<file path="src/rtl/subkey_sequencer.sv">
// Latches sixteen 48-bit round subkeys on start and presents them one per
// accepted transfer, forward or reversed, through a valid/ready handshake.
module subkey_sequencer (
    input  logic        clk,
    input  logic        rst,
    input  logic [47:0] subkey1,
    input  logic [47:0] subkey2,
    input  logic [47:0] subkey3,
    input  logic [47:0] subkey4,
    input  logic [47:0] subkey5,
    input  logic [47:0] subkey6,
    input  logic [47:0] subkey7,
    input  logic [47:0] subkey8,
    input  logic [47:0] subkey9,
    input  logic [47:0] subkey10,
    input  logic [47:0] subkey11,
    input  logic [47:0] subkey12,
    input  logic [47:0] subkey13,
    input  logic [47:0] subkey14,
    input  logic [47:0] subkey15,
    input  logic [47:0] subkey16,
    input  logic        start,
    input  logic        decrypt,
    input  logic        abort,
    input  logic        key_ready,
    output logic [47:0] round_key,
    output logic        key_valid,
    output logic [3:0]  round_idx,
    output logic        busy,
    output logic        done
);

    typedef enum logic [1:0] {
        ST_IDLE = 2'd0,
        ST_RUN  = 2'd1,
        ST_DONE = 2'd2
    } state_t;

    state_t      r_state;
    state_t      w_state_nxt;
    logic [47:0] w_sub [16];
    logic [47:0] r_keys [16];
    logic        r_decrypt;
    logic [3:0]  r_idx;
    logic [47:0] r_key;
    logic        r_valid;
    logic        r_busy;
    logic        r_done;
    logic [3:0]  w_idx_nxt;
    logic [47:0] w_key_nxt;
    logic        w_valid_nxt;
    logic        w_busy_nxt;
    logic        w_done_nxt;
    logic        w_load;

    // Storage slot for a sequence position; reverse order walks 16..1.
    function automatic logic [3:0] slot_of(input logic dec, input logic [3:0] pos);
        return dec ? (4'd15 - pos) : pos;
    endfunction

    assign w_sub[0]  = subkey1;
    assign w_sub[1]  = subkey2;
    assign w_sub[2]  = subkey3;
    assign w_sub[3]  = subkey4;
    assign w_sub[4]  = subkey5;
    assign w_sub[5]  = subkey6;
    assign w_sub[6]  = subkey7;
    assign w_sub[7]  = subkey8;
    assign w_sub[8]  = subkey9;
    assign w_sub[9]  = subkey10;
    assign w_sub[10] = subkey11;
    assign w_sub[11] = subkey12;
    assign w_sub[12] = subkey13;
    assign w_sub[13] = subkey14;
    assign w_sub[14] = subkey15;
    assign w_sub[15] = subkey16;

    // Next-state and next-output decode; outputs are precomputed so they leave registers.
    always_comb begin
        w_state_nxt = r_state;
        w_idx_nxt   = r_idx;
        w_key_nxt   = r_key;
        w_valid_nxt = r_valid;
        w_done_nxt  = 1'b0;
        w_load      = 1'b0;
        case (r_state)
            ST_IDLE: begin
                if (start && !abort) begin
                    w_state_nxt = ST_RUN;
                    w_idx_nxt   = 4'd0;
                    w_valid_nxt = 1'b1;
                    w_load      = 1'b1;
                    // First key comes straight from the inputs being latched this edge.
                    w_key_nxt   = w_sub[slot_of(decrypt, 4'd0)];
                end else begin
                    w_idx_nxt   = 4'd0;
                    w_valid_nxt = 1'b0;
                    w_key_nxt   = 48'd0;
                end
            end
            ST_RUN: begin
                if (abort) begin
                    w_state_nxt = ST_IDLE;
                    w_idx_nxt   = 4'd0;
                    w_valid_nxt = 1'b0;
                    w_key_nxt   = 48'd0;
                end else if (key_ready) begin
                    if (r_idx == 4'd15) begin
                        w_state_nxt = ST_DONE;
                        w_idx_nxt   = 4'd0;
                        w_valid_nxt = 1'b0;
                        w_key_nxt   = 48'd0;
                        w_done_nxt  = 1'b1;
                    end else begin
                        w_idx_nxt   = r_idx + 4'd1;
                        w_key_nxt   = r_keys[slot_of(r_decrypt, r_idx + 4'd1)];
                    end
                end else begin
                    w_idx_nxt   = r_idx;
                    w_key_nxt   = r_key;
                end
            end
            ST_DONE: begin
                w_state_nxt = ST_IDLE;
                w_idx_nxt   = 4'd0;
                w_valid_nxt = 1'b0;
                w_key_nxt   = 48'd0;
            end
            default: begin
                w_state_nxt = ST_IDLE;
                w_idx_nxt   = 4'd0;
                w_valid_nxt = 1'b0;
                w_key_nxt   = 48'd0;
            end
        endcase
        w_busy_nxt = (w_state_nxt != ST_IDLE);
    end

    // State and registered outputs.
    always_ff @(posedge clk or posedge rst) begin
        if (rst) begin
            r_state <= ST_IDLE;
            r_idx   <= 4'd0;
            r_key   <= 48'd0;
            r_valid <= 1'b0;
            r_busy  <= 1'b0;
            r_done  <= 1'b0;
        end else begin
            r_state <= w_state_nxt;
            r_idx   <= w_idx_nxt;
            r_key   <= w_key_nxt;
            r_valid <= w_valid_nxt;
            r_busy  <= w_busy_nxt;
            r_done  <= w_done_nxt;
        end
    end

    // Subkey and order snapshot taken only when a sequence is launched.
    always_ff @(posedge clk or posedge rst) begin
        if (rst) begin
            r_decrypt <= 1'b0;
            for (int i = 0; i < 16; i++) begin
                r_keys[i] <= 48'd0;
            end
        end else if (w_load) begin
            r_decrypt <= decrypt;
            for (int i = 0; i < 16; i++) begin
                r_keys[i] <= w_sub[i];
            end
        end else begin
            r_decrypt <= r_decrypt;
        end
    end

    assign round_key = r_key;
    assign key_valid = r_valid;
    assign round_idx = r_idx;
    assign busy      = r_busy;
    assign done      = r_done;

endmodule

</file>
<file path="config.mk">
export PLATFORM = sky130hd
export DESIGN_NAME = subkey_sequencer
export DESIGN_NICKNAME = d
export VERILOG_FILES = /design/src/rtl/subkey_sequencer.sv
export SDC_FILE = /design/constraint.sdc
export NUM_CORES = 2
export LEC_CHECK = 0
export ABC_AREA = 1
export BUFFER_PORTS_ARGS = -buffer_cell sky130_fd_sc_hd__buf_2
export CAP_MARGIN = 5
export CORE_AREA = 2 2 320 322
export CTS_CLUSTER_DIAMETER = 120
export DETAILED_ROUTE_END_ITERATION = 10
export DIE_AREA = 0 0 322 324
export MAX_ROUTING_LAYER = met4
export PLACE_DENSITY = 0.56
export SYNTH_ARGS = -nofsm -noshare
export SYNTH_HDL_FRONTEND = slang
export SYNTH_SLANG_ARGS = --single-unit
</file>
<file path="constraint.sdc">
create_clock -name clk -period 28.3 [get_ports clk]
set_input_delay 2.83 -clock clk [delete_from_list [all_inputs] [get_ports clk]]
set_output_delay 2.83 -clock clk [all_outputs]
set_load 0.01 [all_outputs]
</file>
==> run summary <==
ANT nets after route = 0
clock power share = 30.6%
Starting Density = 39.1%
Core Area = 0.101 mm2
status = finished clean
RSZ-0062 raised after global routing = no
CP max FO = 189
Worst Skew = 20.7 ps
DR pass1 iterations = 6
total global-route track usage = 30.1%
Worst path max stage delay = 870 ps
endpoints failing hold = 0
Reg power frac = 39.6%
Vias/cell = 5.20
Port-buffer cells = 828
RePlAce Congestion = 0.907
Mapped Cells = 5385
Yosys reg bits = 826
slowest stage cell, crit path = buf_4
Total Wirelength = 157000 um
Die Ht = 324 um
hold_ws = 474 ps
P_sw = 1.54 mW
highest clock rate = 162 MHz
CTS resizes = 0
layout cell share with drive strength beyond 1 = 17.3%
fill count = 10481
CTS tree = done
htree depth = 3
register area share after synthesis = 52.3%
Vias = 38443
Final min period = 6190 ps
Syn Nets = 6160
Root Driver = clkbuf_16
Clock Sinks = 826
initial antenna violation count = 42
total of max-cap violations = 0
CTS max path bufs = 3
DP Area = 0.0440 mm2
worst setup margin = 22110 ps
DRT iter0 DRCs = 4108
drt wl/cell = 21.2 um
total grt overflow = 0
CP Cell Sequence = buf_2, inv_1, nand3_4, inv_8, buf_12, buf_4, nand2_1, o21ai_0, o21ai_0, nand2_1, nand2_1, nand2_1
fin crit share = 21.9%
CP arrival = 6800 ps
pin count of the biggest net entering global routing = 231
logic gate share of total power = 29.9%
switch share = 37.1%
Final setup viols = 0
cts hold-fix bufs = 0
HP Class = reg2reg
Max-slew headroom = 20.7%
final slew viol count = 0
CTS buffer count = 96
latest clock arrival within the worst-skew pair = 690 ps
Area growth, synth to finish = 19.9%
Pwr Density = 87.6 mW/mm2
Fin Setup TNS = 0 ps
internal power = 2.61 mW
crit path launch type = primary input
Avg Inst Size Synth = 7.33 um2
Clk pin slew, worst setup/hold paths = 60 ps
vias in the first global route = 35613
Final nets = 6746
Req. time, crit path = 28920 ps
Die X = 322 um
Static Leakage = 25.8 nW
CP endpoint kind = flip-flop
Synth warnings = 0
Yosys cell types = 19
Crit Path Class = in2reg
CP dominant cell by count = nand2_1
Synth Cell Area = 0.0395 mm2
DRC viols = 0
Die ar. = 0.104 mm2
Cell Rows = 117
hpwl dp = 104000 um
Max VDD drop = 45.7 uV
Post-CTS Setup Inserts = 0
I/O pins = 829
dpl ws = 21300 ps
final instance area = 0.0474 mm2
worst-margin pin slew = 1190 ps
first-pass GRT wire length = 230000 um
stage by stage:
stage	power, mW	std cells	utilization (%)
3_5_place_dp	2.88	7182	43.6
5_1_grt	4.40	7387	46.9
3_3_place_gp	2.87	7182	43.6
2_1_floorplan	2.44	5385	-
4_1_cts	4.16	7357	46.8
6_report	4.15	7395	46.9
area by class of cell:
cell class                      instances  area [um2]  area share, %
Sequential cell                       826       20700           43.6
Timing Repair Buffer                  871        4540           9.60
Clock buffer                          148        2980           6.30
Clock inverter                         27         248          0.523
Multi-Input combinational cell       4128       17000           35.9
Inverter                               48         198          0.417
Antenna cell                           38        95.1          0.201
Tap cell                             1309        1640           3.46
Yosys cell counts, drive strengths merged:
cell type | count | share of area [%]
buf | 204 | 2.8
clkinv | 2 | 0.019
a22o | 1 | 0.022
nand3 | 964 | 12
inv | 46 | 0.44
xnor2 | 1 | 0.022
o21ai | 100 | 1.3
clkbuf | 179 | 1.7
xor2 | 3 | 0.067
o22ai | 1 | 0.016
nor2 | 9 | 0.086
ha | 1 | 0.032
nand2 | 3048 | 29
dfrtp | 826 | 52
critical path, delay by kind of cell:
family,cells,cell delay [ps]
buffers and inverters,5,2580
and+or+nand+nor,5,960
AOI/OAI and AO/OA,2,240
power by group through the flow:
stage	clock network (mW)	registers, mW	logic [mW]
2_1_floorplan	0	1.62	0.815
3_3_place_gp	0	1.65	1.22
3_5_place_dp	0	1.65	1.23
4_1_cts	1.29	1.64	1.24
5_1_grt	1.34	1.68	1.39
6_report	1.27	1.64	1.24
final timing paths:
kind / cells past startpoint / to / startpoint / slack (ps)
setup / recovery: 12 / round_key[30] / abort / 22110
hold / removal: 2 / round_key[44] / round_key[44] / 470
setup reg to reg: 11 / round_key[30] / r_state[0] / 23600
hold reg to reg: 2 / round_key[44] / round_key[44] / 470
max in group asynchronous: 5 / r_keys[345] / rst / 23140
min in group asynchronous: 2 / r_keys[710] / rst / 2270
flip-flops by register name, indices dropped and copies added, names as in the netlist:
register,flops
r_state,2
done,1
round_key,48
busy,1
r_decrypt,1
key_valid,1
r_keys,768
round_idx,4
per-layer routing:
layer | GRT usage (%) | wire length, um | vias to the layer above
met5 | - | 0 | -
met4 | 9.07 | 4530 | 0
met3 | 5.19 | 12400 | 221
met2 | 42.0 | 66900 | 1585
met1 | 44.5 | 73000 | 18431
li1 | - | - | 18206
cell usage in the layout (no fill, tap or decap), drive strengths merged:
cell type / netlist / layout
xor2: 3 / 3
inv: 46 / 49
nand2: 3048 / 3048
nand3: 964 / 964
clkbuf: 179 / 148
buf: 204 / 871
o21ai: 100 / 100
bufinv: 0 / 2
diode: 0 / 38
nor2: 9 / 9
dfrtp: 826 / 826
a22o: 1 / 1
o22ai: 1 / 1
xnor2: 1 / 1
clkinv: 2 / 24
ha: 1 / 1
logic make-up after synthesis:
kind of cell | count (synthesis) | synth area share, %
flip-flops | 826 | 52.3
AO/OA/AOI/OAI | 102 | 1.31
XOR/XNOR | 4 | 0.0887
adder cells (fa/ha/maj) | 1 | 0.0317
buffers and inverters | 431 | 4.93
AND/OR/NAND/NOR | 4021 | 41.3
(Power assumes the default switching activity.)
